### src/rtl/rv_pkg.sv
// Shared integer-pipeline definitions used by the register-file write-back path.
package rv_pkg;

    localparam int unsigned XLEN      = 32;
    localparam int unsigned REG_IDX_W = 5;

    typedef struct packed {
        logic [REG_IDX_W-1:0] rd;
        logic [XLEN-1:0]      data;
    } wb_req_t;

    typedef enum logic {
        LD_PRIO = 1'b0,
        EX_PRIO = 1'b1
    } wb_arb_state_e;

endpackage

### src/rtl/wb_scoreboard.sv
// Pending-load scoreboard: one bit per register, set at load issue, cleared at load return.
module wb_scoreboard
    import rv_pkg::*;
#(
    parameter int unsigned NREG = 32
) (
    input  logic                 clk,
    input  logic                 rst_,
    input  logic                 issue,
    input  logic [REG_IDX_W-1:0] issue_rd,
    output logic                 issue_ready,
    input  logic                 clr,
    input  logic [REG_IDX_W-1:0] clr_rd,
    input  logic [REG_IDX_W-1:0] rs1,
    input  logic [REG_IDX_W-1:0] rs2,
    output logic                 rs1_busy,
    output logic                 rs2_busy
);

    logic [NREG-1:0] sb;
    logic            set;

    assign issue_ready = !sb[issue_rd];
    assign set         = issue && issue_ready && (issue_rd != '0);
    assign rs1_busy    = sb[rs1] && (rs1 != '0);
    assign rs2_busy    = sb[rs2] && (rs2 != '0);

    // Clear has priority so a stray same-cycle issue cannot leave a bit stuck.
    always_ff @(posedge clk or negedge rst_) begin
        if (!rst_) begin
            sb <= '0;
        end else begin
            sb[0] <= 1'b0;
            for (int unsigned i = 1; i < NREG; i++) begin
                if (clr && clr_rd == REG_IDX_W'(i)) begin
                    sb[i] <= 1'b0;
                end else if (set && issue_rd == REG_IDX_W'(i)) begin
                    sb[i] <= 1'b1;
                end
            end
        end
    end

endmodule

### src/rtl/regfile_wb_arbiter.sv
// Shares the register-file write port between execute results and load returns,
// with a starvation limit for execute, a load scoreboard and write bypass.
module regfile_wb_arbiter
    import rv_pkg::*;
#(
    parameter int unsigned XLEN     = rv_pkg::XLEN,
    parameter int unsigned NREG     = 32,
    parameter int unsigned MAX_WAIT = 4
) (
    input  logic                 clk,
    input  logic                 rst_,
    input  logic                 ex_valid,
    input  logic [REG_IDX_W-1:0] ex_rd,
    input  logic [XLEN-1:0]      ex_data,
    output logic                 ex_ready,
    input  logic                 ld_valid,
    input  logic [REG_IDX_W-1:0] ld_rd,
    input  logic [XLEN-1:0]      ld_data,
    output logic                 ld_ready,
    input  logic                 ld_issue,
    input  logic [REG_IDX_W-1:0] ld_issue_rd,
    output logic                 ld_issue_ready,
    input  logic [REG_IDX_W-1:0] rs1,
    input  logic [REG_IDX_W-1:0] rs2,
    output logic                 rs1_busy,
    output logic                 rs2_busy,
    output logic                 fwd1_en,
    output logic                 fwd2_en,
    output logic [XLEN-1:0]      fwd1_data,
    output logic [XLEN-1:0]      fwd2_data,
    output logic                 wr_en,
    output logic [REG_IDX_W-1:0] wr_reg,
    output logic [XLEN-1:0]      wr_data
);

    localparam logic [3:0] WAIT_LIMIT = 4'(MAX_WAIT);

    wb_arb_state_e state;
    logic [3:0]    wait_cnt;
    wb_req_t       win;
    logic          accept;

    always_comb begin
        ex_ready = 1'b0;
        ld_ready = 1'b0;
        if (state == LD_PRIO) begin
            ld_ready = ld_valid;
            ex_ready = ex_valid && !ld_valid;
        end else begin
            ex_ready = ex_valid;
            ld_ready = ld_valid && !ex_valid;
        end
    end

    always_comb begin
        win.rd   = ld_rd;
        win.data = ld_data;
        if (ex_ready) begin
            win.rd   = ex_rd;
            win.data = ex_data;
        end
    end

    assign accept = ex_ready || ld_ready;

    // The limit is compared against the registered count, so priority flips one cycle after it is reached.
    always_ff @(posedge clk or negedge rst_) begin
        if (!rst_) begin
            state    <= LD_PRIO;
            wait_cnt <= '0;
            wr_en    <= 1'b0;
            wr_reg   <= '0;
            wr_data  <= '0;
        end else begin
            if (!ex_valid || ex_ready) begin
                wait_cnt <= '0;
            end else if (wait_cnt != '1) begin
                wait_cnt <= wait_cnt + 4'd1;
            end

            case (state)
                LD_PRIO: if (wait_cnt == WAIT_LIMIT && ex_valid && !ex_ready) state <= EX_PRIO;
                EX_PRIO: if (ex_ready || !ex_valid) state <= LD_PRIO;
                default: state <= LD_PRIO;
            endcase

            wr_en <= accept && (win.rd != '0);
            if (accept) begin
                wr_reg  <= win.rd;
                wr_data <= win.data;
            end
        end
    end

    wb_scoreboard #(
        .NREG(NREG)
    ) u_scoreboard (
        .clk        (clk),
        .rst_       (rst_),
        .issue      (ld_issue),
        .issue_rd   (ld_issue_rd),
        .issue_ready(ld_issue_ready),
        .clr        (ld_valid && ld_ready),
        .clr_rd     (ld_rd),
        .rs1        (rs1),
        .rs2        (rs2),
        .rs1_busy   (rs1_busy),
        .rs2_busy   (rs2_busy)
    );

    assign fwd1_en   = wr_en && (wr_reg == rs1) && (rs1 != '0);
    assign fwd2_en   = wr_en && (wr_reg == rs2) && (rs2 != '0);
    assign fwd1_data = wr_data;
    assign fwd2_data = wr_data;

endmodule

### config.mk
export PLATFORM = sky130hd
export DESIGN_NAME = regfile_wb_arbiter
export DESIGN_NICKNAME = d
export VERILOG_FILES = /design/src/rtl/rv_pkg.sv /design/src/rtl/wb_scoreboard.sv /design/src/rtl/regfile_wb_arbiter.sv
export SDC_FILE = /design/constraint.sdc
export NUM_CORES = 1
export LEC_CHECK = 0
export ABC_AREA = 1
export CORE_MARGIN = 4
export CORE_UTILIZATION = 41
export CTS_BUF_LIST = sky130_fd_sc_hd__clkbuf_16
export DETAILED_ROUTE_END_ITERATION = 8
export GPL_ROUTABILITY_DRIVEN = 0
export PLACE_DENSITY = 0.78
export SYNTH_ARGS = -nofsm -noshare
export SYNTH_HDL_FRONTEND = slang
export SYNTH_SLANG_ARGS = --single-unit
### constraint.sdc
create_clock -name clk -period 2.1 [get_ports clk]
set_input_delay 0.525 -clock clk [delete_from_list [all_inputs] [get_ports clk]]
set_output_delay 0.525 -clock clk [all_outputs]
set_load 0.1 [all_outputs]
==> impl_metrics.csv <==
group,metric,value,unit
timing,finalClockSkew,10.07,ps
timing,setup_repair_after_global_routing_missed_its_margin,"true",
timing,layout_worst_path_cycle_share,1.156,
detailed_routing,via_count,6351,
timing,timing.final.crit_period,2427,ps
worst_setup_path,worst_setup_path_startpoint,"u_scoreboard.sb[3]",
yosys,yosys-top-cells-area,"sky130_fd_sc_hd__dfrtp_1, sky130_fd_sc_hd__nand2_1, sky130_fd_sc_hd__nor2_1",
timing,slew_violations,0,
detailed_routing,route.detailed.drc,0,
detailed_routing,detailedRoute.firstPassIterationCount,5,
power,leakagePower,4.094,nW
die,num_rows,42,
clock_tree,cts-root-buf,"sky130_fd_sc_hd__clkbuf_16",
global_routing,grt_first_pass_wirelength,33110,microns
timing,fmax,0.4121,GHz
worst_setup_path,end_kind,"output pin",
global_routing,via_count_of_the_first_global_routing_pass,6137,
worst_setup_path,worst-setup-path-type,"reg2out",
worst_setup_path,crit_chain,"inv_2, a21oi_1, o21ai_1, o31ai_1, o211ai_1, nand2_1, nand2_2, nand2_8, buf_12",
detailed_routing,vias_per_cell,5.438,
die,initial_utilization,0.4189,
layout,num-nets-final,1083,
layout,final_cell_area,9226,sq um
global_routing,grt_start_max_net_pins,74,
outcome,failed_checks,"setup timing",
clock_tree,clock_path_buffers,2,
global_routing,antenna_found_initial,1,
detailed_routing,post_drt_wl_per_cell,18.78,microns
yosys,synth-warning-count,0,
worst_setup_path,crit_path_start_kind,"flop",
timing,final.setup.tns,-831.3,ps
yosys,synth_edf_count,0,
yosys,asyncSetResetFlopFracSynth,1.000,
yosys,syn_nets,876,
clock_tree,clock_sink_count,74,
die,io_pins,203,
yosys,syn-mean-instance-area,7.113,sq um
power,power_density,843.7,nW/um^2
die,die_height,124.3,microns
yosys,post-synth-top-area-cell,"sky130_fd_sc_hd__dfrtp_1",
timing,final_hold_viol_count,0,
worst_setup_path,crit_path_top_delay_cell,"sky130_fd_sc_hd__dfrtp_1",
timing,finalWorstSetupSlack,-326.6,ps
yosys,dominantRegCellSynth,"sky130_fd_sc_hd__dfrtp_1",
hold_path,hold_path.class,"in2async",
global_routing,grt.total_usage,0.2645,
yosys,post_synth_inst_count,780,
timing,worst_hold_slack,105.7,ps
detailed_routing,total_routed_length,21930,microns
worst_setup_path,worst-endpoint-required,1570,ps
clock_tree,worst_skew_pair.late_latency,350,ps
global_routing,global_route.overflow_total,0,
layout,fraction_of_final_layout_cells_sized_beyond_drive_strength_1,0.3673,
yosys,syn_area,5548,sq um
worst_setup_path,cp.arrival,1900,ps
yosys,synth_seq_area_share,0.3338,
yosys,number_of_unique_standard_cell_types_used_by_synthesis,32,
placement,number_of_port_buffers,202,
detailed_routing,first_iter_violations,904,
die,die_width,124.3,microns
worst_setup_path,worstPathMaxFanout,3,
layout,final_util,0.6967,
clock_tree,clock_tree_from_tritoncts,"done",
die,coreArea,13240,sq um
placement,place_area,8492,sq um
clock_tree,cts_max_level,3,
timing,worstMarginPinSlew,403.1,ps
layout,area.growth.synth_to_final,66.31,%
yosys,ys_seq_elements,74,
detailed_routing,final_antenna_violating_net_count,0,
yosys,synth_top_cell_area_share,0.3338,
placement,dp_hpwl,15390,microns
outcome,run_status,"complete, but fails checks",
worst_setup_path,crit-reg2reg-launch,"u_scoreboard.sb[28]",
worst_setup_path,stage_delay_of_the_slowest_cell_on_the_critical_path,390,ps
timing,setup_viol,5,
clock_tree,clk_transition_reported_paths,60,ps
layout,largest_register_ffs,32,
clock_tree,numCtsBuffers,9,
layout,most-common-layout-cells,"sky130_fd_sc_hd__nand2_1, sky130_fd_sc_hd__nor2_1, sky130_fd_sc_hd__buf_4, sky130_fd_sc_hd__buf_12, sky130_fd_sc_hd__clkdlybuf4s50_1",
timing,slew_headroom,0.7303,
job,maxCapViolCount,0,
power,ir_drop_worst_case_vdd,493.2,uV
die,die_area,15460,sq um
power,p_total,7.784,mW
layout,mostFrequentLayoutCell,"sky130_fd_sc_hd__nand2_1",
==> synthesized netlist by cell type, types with 2 or more instances <==
master                     count
sky130_fd_sc_hd__nand3_2      29
sky130_fd_sc_hd__nand3_1      13
sky130_fd_sc_hd__nand2_4       2
sky130_fd_sc_hd__o21ai_0      53
sky130_fd_sc_hd__dfrtp_1      74
sky130_fd_sc_hd__a211o_1       2
sky130_fd_sc_hd__buf_6         2
sky130_fd_sc_hd__o22ai_1       4
sky130_fd_sc_hd__buf_2         6
sky130_fd_sc_hd__nor2_1      140
sky130_fd_sc_hd__a21oi_1      41
sky130_fd_sc_hd__nand2_2       2
sky130_fd_sc_hd__nor2_2        3
sky130_fd_sc_hd__inv_2         2
sky130_fd_sc_hd__ha_1          2
sky130_fd_sc_hd__nor4_1        2
sky130_fd_sc_hd__buf_4        67
sky130_fd_sc_hd__clkbuf_1     25
sky130_fd_sc_hd__o31ai_1      34
sky130_fd_sc_hd__inv_1        65
sky130_fd_sc_hd__xnor2_1       2
sky130_fd_sc_hd__buf_12        3
sky130_fd_sc_hd__nor3_1       15
sky130_fd_sc_hd__a21oi_2      30
sky130_fd_sc_hd__o211ai_1      4
sky130_fd_sc_hd__nand2_1     152
==> cell families (layout without fill, tap and decap cells) <==
| family | count (synthesis) | count (layout) | share of synthesized area |
|---|---|---|---|
| AND/OR/NAND/NOR | 358 | 358 | 0.2871 |
| XOR/XNOR | 3 | 3 | 0.004737 |
| flip-flops | 74 | 74 | 0.3338 |
| adder cells (fa/ha/maj) | 2 | 2 | 0.004510 |
| other | 0 | 1 | 0 |
| AO/OA/AOI/OAI | 171 | 171 | 0.1949 |
| buffers and inverters | 172 | 383 | 0.1750 |
==> final timing paths <==
check                                      to  slack [ps]  cells after the start
setup / recovery                     rs2_busy        -330                      9
max in group asynchronous           wr_reg[2]        1450                      2
hold reg to reg                   wait_cnt[0]         530                      1
min in group clk                  wait_cnt[0]         530                      1
setup reg to reg           u_scoreboard.sb[7]         130                     12
hold / removal             u_scoreboard.sb[3]         110                      1
==> per-stage QoR <==
step | cells | worst slack (ps)
after global routing | 1168 | -329.7
after floorplan | 780 | -744.2
after CTS | 1159 | -177.5
after detailed placement | 1130 | -628.3
final | 1168 | -326.6
after global placement | 1130 | -576.6
==> where the power goes <==
part	internal, mW	switching [mW]
clock network	1.15	0.619
registers	1.66	0.372
logic	1.35	2.63
==> critical path: cells and delay by family, from the launching register on <==
| family | cells | cell delay, ps |
|---|---|---|
| AO/OA/AOI/OAI | 4 | 590 |
| flip-flops | 1 | 390 |
| AND/OR/NAND/NOR | 3 | 300 |
| buffers and inverters | 2 | 270 |
==> layer usage <==
layer | track usage | vias up | share of wire | wire length (microns)
met2 | 0.4507 | 365 | 0.49 | 10750
met3 | 0.03902 | 104 | 0.078 | 1708
met1 | 0.3277 | 2983 | 0.38 | 8318
met4 | 0.1277 | 0 | 0.053 | 1158
met5 | 0 | - | 0 | 0
li1 | - | 2899 | - | -
==> area by class of cell <==
class / count / area [sq um]
Sequential cell: 74 / 1861
Multi-Input combinational cell: 534 / 2945
Inverter: 69 / 279.0
Clock inverter: 6 / 108.9
Fill cell: 925 / 4016
Clock buffer: 9 / 225.2
Antenna cell: 1 / 2.502
Timing Repair Buffer: 299 / 3585
Tap cell: 176 / 220.2
==> what timing repair did <==
action,4_1_cts,5_1_grt
gates cloned,2,2
hold buffers,0,0
setup buffers,12,7
setup endpoints to repair,37,6
pin swaps,22,25
resized for setup,106,51
Power figures use the tool's default switching activity.
